**config.mk**
```make
export PLATFORM = sky130hd
export DESIGN_NAME = alu_issue_sequencer_flat
export DESIGN_NICKNAME = d
export VERILOG_FILES = /design/src/rtl/alu_pkg.sv /design/src/rtl/alu_issue_sequencer_if.sv /design/src/rtl/instr_fifo.sv /design/src/rtl/alu_issue_sequencer.sv /design/src/flat_wrapper.sv
export SDC_FILE = /design/constraint.sdc
export NUM_CORES = 1
export LEC_CHECK = 0
export BUFFER_PORTS_ARGS = -buffer_cell sky130_fd_sc_hd__buf_2
export CORE_MARGIN = 2
export CORE_UTILIZATION = 50
export DETAILED_ROUTE_END_ITERATION = 12
export GPL_ROUTABILITY_DRIVEN = 0
export PLACE_DENSITY = 0.67
export SLEW_MARGIN = 30
export SYNTH_ARGS = -nofsm -noshare
export SYNTH_HDL_FRONTEND = slang
export SYNTH_SLANG_ARGS = --single-unit
```
**constraint.sdc**
```tcl
create_clock -name clk -period 4.4 [get_ports clk]
set_clock_uncertainty 0.2 [all_clocks]
set_input_delay 1.32 -clock clk [delete_from_list [all_inputs] [get_ports clk]]
set_output_delay 1.32 -clock clk [all_outputs]
set_load 0.005 [all_outputs]
```
**src/rtl/alu_pkg.sv**
```systemverilog
// rtl/alu_pkg.sv - opcode/funct constants, ALU op and FSM state enums, instruction decode
package alu_pkg;

    localparam logic [6:0] OPC_RTYPE  = 7'b0110011;
    localparam logic [6:0] OPC_ITYPE  = 7'b0010011;

    localparam logic [2:0] F3_ADD_SUB = 3'b000;
    localparam logic [2:0] F3_SLL     = 3'b001;
    localparam logic [2:0] F3_SLT     = 3'b010;
    localparam logic [2:0] F3_SLTU    = 3'b011;
    localparam logic [2:0] F3_XOR     = 3'b100;
    localparam logic [2:0] F3_SRL     = 3'b101;
    localparam logic [2:0] F3_OR      = 3'b110;
    localparam logic [2:0] F3_AND     = 3'b111;

    localparam logic [6:0] F7_BASE    = 7'b0000000;
    localparam logic [6:0] F7_ALT     = 7'b0100000;
    localparam logic [6:0] F7_MULDIV  = 7'b0000001;

    typedef enum logic [3:0] {
        OP_ADD,
        OP_SUB,
        OP_MUL,
        OP_AND,
        OP_OR,
        OP_XOR,
        OP_SLT,
        OP_SLTU,
        OP_SLL,
        OP_SRL,
        OP_ILLEGAL
    } alu_op_t;

    typedef enum logic [1:0] {
        S_IDLE,
        S_DECODE,
        S_EXEC,
        S_WB
    } state_t;

    // ADDI is reported as OP_ADD; the datapath substitutes the immediate for rs2.
    function automatic alu_op_t decode(input logic [31:0] instr);
        logic [6:0] opc;
        logic [2:0] f3;
        logic [6:0] f7;
        opc = instr[6:0];
        f3  = instr[14:12];
        f7  = instr[31:25];
        decode = OP_ILLEGAL;
        if (opc == OPC_ITYPE && f3 == F3_ADD_SUB) begin
            decode = OP_ADD;
        end else if (opc == OPC_RTYPE) begin
            case ({f7, f3})
                {F7_BASE,   F3_ADD_SUB}: decode = OP_ADD;
                {F7_ALT,    F3_ADD_SUB}: decode = OP_SUB;
                {F7_MULDIV, F3_ADD_SUB}: decode = OP_MUL;
                {F7_BASE,   F3_AND}:     decode = OP_AND;
                {F7_BASE,   F3_OR}:      decode = OP_OR;
                {F7_BASE,   F3_XOR}:     decode = OP_XOR;
                {F7_BASE,   F3_SLT}:     decode = OP_SLT;
                {F7_BASE,   F3_SLTU}:    decode = OP_SLTU;
                {F7_BASE,   F3_SLL}:     decode = OP_SLL;
                {F7_BASE,   F3_SRL}:     decode = OP_SRL;
                default:                 decode = OP_ILLEGAL;
            endcase
        end
    endfunction

endpackage

```
**src/rtl/alu_issue_sequencer_if.sv**
```systemverilog
// rtl/alu_issue_sequencer_if.sv - instruction push and writeback signal bundle
interface alu_issue_sequencer_if #(
    parameter int DATA_W = 5
) ();
    logic              instr_valid;
    logic [31:0]       instr;
    logic              instr_ready;
    logic              wb_valid;
    logic [4:0]        wb_rd;
    logic [DATA_W-1:0] wb_data;
    logic              illegal;

    modport master (
        output instr_valid, instr,
        input  instr_ready, wb_valid, wb_rd, wb_data, illegal
    );

    modport slave (
        input  instr_valid, instr,
        output instr_ready, wb_valid, wb_rd, wb_data, illegal
    );
endinterface

```
**src/rtl/instr_fifo.sv**
```systemverilog
// rtl/instr_fifo.sv - synchronous count-based FIFO buffering instruction words
module instr_fifo #(
    parameter int WIDTH = 32,
    parameter int DEPTH = 4
) (
    input  logic             clk,
    input  logic             rst,
    input  logic             push,
    input  logic [WIDTH-1:0] din,
    input  logic             pop,
    output logic [WIDTH-1:0] dout,
    output logic             full,
    output logic             empty
);
    localparam int AW = $clog2(DEPTH);

    logic [WIDTH-1:0] mem [DEPTH];
    logic [AW-1:0]    wr_ptr;
    logic [AW-1:0]    rd_ptr;
    logic [AW:0]      count;
    logic             push_ok;
    logic             pop_ok;

    assign full    = (count == (AW+1)'(DEPTH));
    assign empty   = (count == '0);
    assign push_ok = push && !full;
    assign pop_ok  = pop && !empty;
    assign dout    = mem[rd_ptr];

    // Storage array: written on accepted push, never reset.
    always_ff @(posedge clk) begin
        if (push_ok) begin
            mem[wr_ptr] <= din;
        end
    end

    // Pointers wrap naturally because DEPTH is a power of two; count tracks occupancy.
    always_ff @(posedge clk) begin
        if (rst) begin
            wr_ptr <= '0;
            rd_ptr <= '0;
            count  <= '0;
        end else begin
            if (push_ok) begin
                wr_ptr <= wr_ptr + AW'(1);
            end
            if (pop_ok) begin
                rd_ptr <= rd_ptr + AW'(1);
            end
            if (push_ok && !pop_ok) begin
                count <= count + (AW+1)'(1);
            end else if (pop_ok && !push_ok) begin
                count <= count - (AW+1)'(1);
            end
        end
    end
endmodule

```
**src/rtl/alu_issue_sequencer.sv**
```systemverilog
// rtl/alu_issue_sequencer.sv - in-order decode/execute/writeback sequencer with register file
module alu_issue_sequencer
    import alu_pkg::*;
#(
    parameter int DATA_W = 5,
    parameter int DEPTH  = 4
) (
    input  logic                 clk,
    input  logic                 rst,
    alu_issue_sequencer_if.slave bus,
    output logic                 busy,
    output logic [15:0]          retired,
    input  logic [4:0]           dbg_addr,
    output logic [DATA_W-1:0]    dbg_data
);
    localparam int CW = $clog2(DATA_W);

    state_t            state_q;
    state_t            state_d;
    logic [31:0]       fifo_dout;
    logic              fifo_full;
    logic              fifo_empty;
    logic              pop;
    logic [31:0]       ir_q;
    alu_op_t           op_q;
    logic [4:0]        rd_q;
    logic [DATA_W-1:0] a_q;
    logic [DATA_W-1:0] b_q;
    logic [DATA_W-1:0] acc_q;
    logic [CW-1:0]     cnt_q;
    logic [DATA_W-1:0] res_q;
    logic [4:0]        wb_rd_q;
    logic [DATA_W-1:0] regs [32];
    logic [DATA_W-1:0] alu_res;
    logic [DATA_W-1:0] mul_sum;
    logic              is_itype;

    assign pop             = (state_q == S_IDLE) && !fifo_empty;
    assign bus.instr_ready = !fifo_full;
    assign bus.wb_data     = res_q;
    assign bus.wb_rd       = wb_rd_q;
    assign dbg_data        = regs[dbg_addr];
    assign is_itype        = (ir_q[6:0] == OPC_ITYPE);

    instr_fifo #(
        .WIDTH (32),
        .DEPTH (DEPTH)
    ) u_fifo (
        .clk   (clk),
        .rst   (rst),
        .push  (bus.instr_valid),
        .din   (bus.instr),
        .pop   (pop),
        .dout  (fifo_dout),
        .full  (fifo_full),
        .empty (fifo_empty)
    );

    // State register.
    always_ff @(posedge clk) begin
        if (rst) begin
            state_q <= S_IDLE;
        end else begin
            state_q <= state_d;
        end
    end

    // Next state and per-state output pulses; MUL stays in EXEC until its counter reaches 0.
    always_comb begin
        state_d      = state_q;
        bus.wb_valid = 1'b0;
        bus.illegal  = 1'b0;
        busy         = (state_q != S_IDLE) || !fifo_empty;
        case (state_q)
            S_IDLE:   if (!fifo_empty) state_d = S_DECODE;
            S_DECODE: state_d = S_EXEC;
            S_EXEC:   if (op_q != OP_MUL || cnt_q == '0) state_d = S_WB;
            S_WB: begin
                state_d      = S_IDLE;
                bus.wb_valid = (op_q != OP_ILLEGAL);
                bus.illegal  = (op_q == OP_ILLEGAL);
            end
            default:  state_d = S_IDLE;
        endcase
    end

    // Single-cycle ALU result and one shift-add step of the multiplier.
    always_comb begin
        alu_res = '0;
        mul_sum = acc_q + (b_q[0] ? a_q : '0);
        case (op_q)
            OP_ADD:  alu_res = a_q + b_q;
            OP_SUB:  alu_res = a_q - b_q;
            OP_AND:  alu_res = a_q & b_q;
            OP_OR:   alu_res = a_q | b_q;
            OP_XOR:  alu_res = a_q ^ b_q;
            OP_SLT:  alu_res = {{(DATA_W-1){1'b0}}, ($signed(a_q) < $signed(b_q))};
            OP_SLTU: alu_res = {{(DATA_W-1){1'b0}}, (a_q < b_q)};
            OP_SLL:  alu_res = a_q << b_q;
            OP_SRL:  alu_res = a_q >> b_q;
            default: alu_res = '0;
        endcase
    end

    // Datapath: fetch from FIFO, latch operands, iterate MUL, commit result and register write.
    always_ff @(posedge clk) begin
        if (rst) begin
            ir_q    <= '0;
            op_q    <= OP_ILLEGAL;
            rd_q    <= '0;
            a_q     <= '0;
            b_q     <= '0;
            acc_q   <= '0;
            cnt_q   <= '0;
            res_q   <= '0;
            wb_rd_q <= '0;
            retired <= '0;
            for (int i = 0; i < 32; i++) begin
                regs[i] <= '0;
            end
        end else begin
            if (pop) begin
                ir_q <= fifo_dout;
            end
            case (state_q)
                S_DECODE: begin
                    op_q  <= decode(ir_q);
                    rd_q  <= ir_q[11:7];
                    a_q   <= regs[ir_q[19:15]];
                    b_q   <= is_itype ? DATA_W'($signed(ir_q[31:20])) : regs[ir_q[24:20]];
                    acc_q <= '0;
                    cnt_q <= CW'(DATA_W - 1);
                end
                S_EXEC: begin
                    if (op_q == OP_MUL) begin
                        // Multiplicand shifts left, multiplier shifts right, one bit per cycle.
                        acc_q <= mul_sum;
                        a_q   <= a_q << 1;
                        b_q   <= b_q >> 1;
                        cnt_q <= cnt_q - CW'(1);
                        if (cnt_q == '0) begin
                            res_q   <= mul_sum;
                            wb_rd_q <= rd_q;
                        end
                    end else if (op_q != OP_ILLEGAL) begin
                        res_q   <= alu_res;
                        wb_rd_q <= rd_q;
                    end
                end
                S_WB: begin
                    retired <= retired + 16'd1;
                    if (op_q != OP_ILLEGAL && rd_q != 5'd0) begin
                        regs[rd_q] <= res_q;
                    end
                end
                default: ;
            endcase
        end
    end
endmodule

```
**src/flat_wrapper.sv**
```systemverilog
// flat-port wrapper written by rule: the top's interface ports become plain ports
module alu_issue_sequencer_flat import alu_pkg::*;
#(
    parameter int DATA_W = 5,
    parameter int DEPTH  = 4
)
  (clk, rst, busy, retired, dbg_addr, dbg_data, bus_instr_valid, bus_instr, bus_instr_ready, bus_wb_valid, bus_wb_rd, bus_wb_data, bus_illegal);
  alu_issue_sequencer_if #(.DATA_W(DATA_W)) bus_i ();
  input  logic clk;
  input  logic rst;
  output logic busy;
  output logic [15:0] retired;
  input  logic [4:0] dbg_addr;
  output logic [DATA_W-1:0] dbg_data;
  input wire logic [$bits(bus_i.instr_valid)-1:0] bus_instr_valid;
  input wire logic [$bits(bus_i.instr)-1:0] bus_instr;
  output wire logic [$bits(bus_i.instr_ready)-1:0] bus_instr_ready;
  output wire logic [$bits(bus_i.wb_valid)-1:0] bus_wb_valid;
  output wire logic [$bits(bus_i.wb_rd)-1:0] bus_wb_rd;
  output wire logic [$bits(bus_i.wb_data)-1:0] bus_wb_data;
  output wire logic [$bits(bus_i.illegal)-1:0] bus_illegal;
  assign bus_i.instr_valid = bus_instr_valid;
  assign bus_i.instr = bus_instr;
  assign bus_instr_ready = bus_i.instr_ready;
  assign bus_wb_valid = bus_i.wb_valid;
  assign bus_wb_rd = bus_i.wb_rd;
  assign bus_wb_data = bus_i.wb_data;
  assign bus_illegal = bus_i.illegal;
  alu_issue_sequencer #(.DATA_W(DATA_W), .DEPTH(DEPTH)) u_core (.clk(clk), .rst(rst), .bus(bus_i), .busy(busy), .retired(retired), .dbg_addr(dbg_addr), .dbg_data(dbg_data));
endmodule
```
==> impl_metrics.py <==
metrics = {
    "run_status": {
        "status": "finished, violations left",
        "violations": "setup timing",
    },
    "setup_path": {
        "cp.required_ps": 2880,
        "path_cells": "buf_12 > buf_12 > mux4_2 > mux4_2 > mux2_4 > buf_6",
        "crit_slowest_cell": "mux4_2",
        "crit_fanout": 7,
        "cp.arrival_ps": 3020,
        "cpPeakStageDelay_ps": 520,
        "rrSetupSlack_ps": 1310,
        "end_kind": "output port",
        "critPathKind": "input port to output port",
        "start_kind": "input port",
    },
    "yosys": {
        "ys_types": 72,
        "ys_ff_latch": 382,
        "yosysTopAreaCell": "edfxtp_1",
        "syn_inst": 1514,
        "synth-edff-count": 288,
        "synthTopCellsByArea": "edfxtp_1 (44%), mux4_2 (18%), dfxtp_1 (9.5%)",
        "synth.avg_cell_area_um2": 13.1,
        "ys_async_sr_fraction": 0,
        "netlist_area_um2": 19800,
        "yosysSeqAreaShare": 0.531,
        "synthFlopType": "edfxtp_1",
        "ys.warnings.count": 0,
        "synth_top_area_frac": 0.436,
    },
    "worst_hold_path": {
        "min_path_type": "flip-flop to flip-flop",
    },
    "timing": {
        "fmax_ghz": 0.220,
        "period_needed_ps": 4540,
        "hold_viol": 0,
        "rsz0062_at_grt": "yes",
        "slew_viol_final": 0,
        "tightest_slew_ps": 1010,
        "relSlewSlack": 0.328,
        "fin_crit_sh": 1.03,
        "setup_ws_ps": -139,
        "setup_viol": 5,
        "hold_slack_ps": 254,
    },
    "clock_network": {
        "cts_tree": "built",
        "clk_latency_ps": 580,
        "clockBufferDepth": 3,
        "postCtsHoldBufs": 0,
        "clk_pin_slew_ps": 60,
        "htreeDepth": 2,
        "clkSinkCount": 382,
        "post_cts_buffers": 0,
        "cts_buffers": 40,
        "clockRootBuffer": "clkbuf_16",
    },
    "power": {
        "p_leak_nw": 7.71,
        "p_seq_frac": 0.416,
        "power_frac_clock": 0.284,
        "peakVddDrop_mv": 0.373,
        "netSwitchingFraction": 0.332,
        "power_mw": 11.7,
        "intPower_mw": 7.78,
        "power_frac_comb": 0.299,
        "power_switching_mw": 3.88,
        "powerDensity_nw_per_um2": 526,
    },
    "route": {
        "first_pass_iters": 5,
        "wl_per_cell_um": 24.1,
        "drtAntennaViolNets": 0,
        "via_count": 13204,
        "routed_wl_mm": 51.0,
        "viasPerCell": 6.24,
        "dr.first_iter.drc_count": 1673,
        "route.detailed.drc": 0,
    },
    "global_routing": {
        "grt_start_max_net_pins": 57,
        "grt_pass1_wl_mm": 77.3,
        "grt_pass1_vias": 12770,
        "antenna_found_initial": 2,
        "track_usage": 0.251,
        "grt_overflow": 0,
    },
    "placement": {
        "dp_hpwl_mm": 35.8,
        "dpl_cell_area_um2": 20700,
        "io_buffers": 74,
    },
    "cells_and_area": {
        "n_fill_cell": 3101,
        "layout.nets": 1642,
        "diodes": 0,
        "fin_area_um2": 22200,
        "final_common_cell": "edfxtp_1",
        "drive_above_1_share": 0.242,
        "layout_common_cells": "edfxtp_1 (288), and2_1 (160), mux4_2 (159)",
        "syn_to_final_growth_pct": 11.8,
    },
    "floorplanning": {
        "io_pins": 75,
        "initial_core_util": 0.509,
        "dieArea_um2": 41300,
        "die_width_um": 203,
        "num_rows": 72,
        "coreArea_um2": 38900,
        "die_y_um": 203,
    },
    "flow_run": {
        "drv_cap": 0,
    },
}
-- what timing repair did --
item	CTS	global route
gates resized for setup	17	7
cloned	1	0
hold endpoints to repair	0	0
endpoints found under the setup margin	5	5
-- registers in the layout (all words and copies together), names as in the netlist --
name / count
u_core.a_q: 5
u_core.regs: 160
u_core.retired: 16
u_core.op_q: 4
u_core.u_fifo.mem: 128
u_core.rd_q: 5
u_core.u_fifo.count: 3
u_core.ir_q: 32
u_core.u_fifo.wr_ptr: 2
u_core.u_fifo.rd_ptr: 2
u_core.bus.wb_rd: 5
u_core.state_q: 2
u_core.b_q: 5
u_core.bus.wb_data: 5
u_core.acc_q: 5
u_core.cnt_q: 3
-- cell families after synthesis --
| family | Yosys count | share of synthesized area |
|---|---|---|
| AO/OA/AOI/OAI | 181 | 0.0569 |
| other | 1 | 0.000189 |
| buffers and inverters | 143 | 0.0294 |
| flip-flops | 382 | 0.531 |
| adder cells (fa/ha/maj) | 37 | 0.0247 |
| multiplexers | 204 | 0.204 |
| AND/OR/NAND/NOR | 540 | 0.141 |
| XOR/XNOR | 26 | 0.0122 |
-- power groups by stage --
stage          Combinational [mW]  Sequential, mW  Clock, mW
2_1_floorplan                2.82            4.52          0
3_5_place_dp                 3.43            4.92          0
3_3_place_gp                 3.38            4.90          0
6_report                     3.49            4.86       3.31
4_1_cts                      3.46            4.84       3.38
5_1_grt                      3.78            4.91       3.50
-- critical path: cells and delay by family --
kind | cells | cell delay, ps
buf+inv | 3 | 380
mux | 3 | 1320
-- cell usage after synthesis, drive strengths merged, types with 29 or more instances --
cell / n
ha: 32
dfxtp: 94
and2: 160
nor2: 112
nand2: 119
buf: 37
mux2i: 29
edfxtp: 288
mux4: 159
clkbuf: 72
or2: 33
inv: 32
a21oi: 68
o21ai: 34
nand3: 29
-- routing by layer --
metal / wire length, µm / vias up / track usage
li1: - / 5788 / -
met1: 20700 / 6548 / 0.348
met2: 22700 / 735 / 0.373
met3: 5210 / 129 / 0.0645
met4: 2340 / 4 / 0.113
met5: 28 / - / 0.00357
-- final timing paths --
path / startpoint / to / cells after the start
setup reg to reg: u_core.op_q[1] / u_core.b_q[3] / 5
hold reg to reg: u_core.bus.wb_rd[0] / u_core.bus.wb_rd[0] / 2
setup / recovery: dbg_addr[0] / dbg_data[4] / 6
hold / removal: u_core.bus.wb_rd[0] / u_core.bus.wb_rd[0] / 2
-- stage by stage --
stage	util	TNS, ps	instances	worst slack, ps
floorplan	-	0	1518	12.4
finish	0.569	-598	2116	-139
global route	0.569	-721	2116	-154
CTS	0.568	-617	2116	-130
global placement	0.533	-1180	2041	-246
detailed placement	0.533	-1280	2041	-279
-- cell type report --
| type | instances | area [µm²] | area share |
|---|---|---|---|
| clock buffers | 62 | 1130 | 0.0509 |
| repair buffers | 115 | 807 | 0.0364 |
| flip-flops and latches | 382 | 10500 | 0.476 |
| well taps | 518 | 648 | 0.0293 |
| clock inverters | 12 | 160 | 0.00723 |
| inverters | 34 | 128 | 0.00576 |
| multi-input cells | 993 | 8750 | 0.395 |
Power figures use the tool's default switching activity.
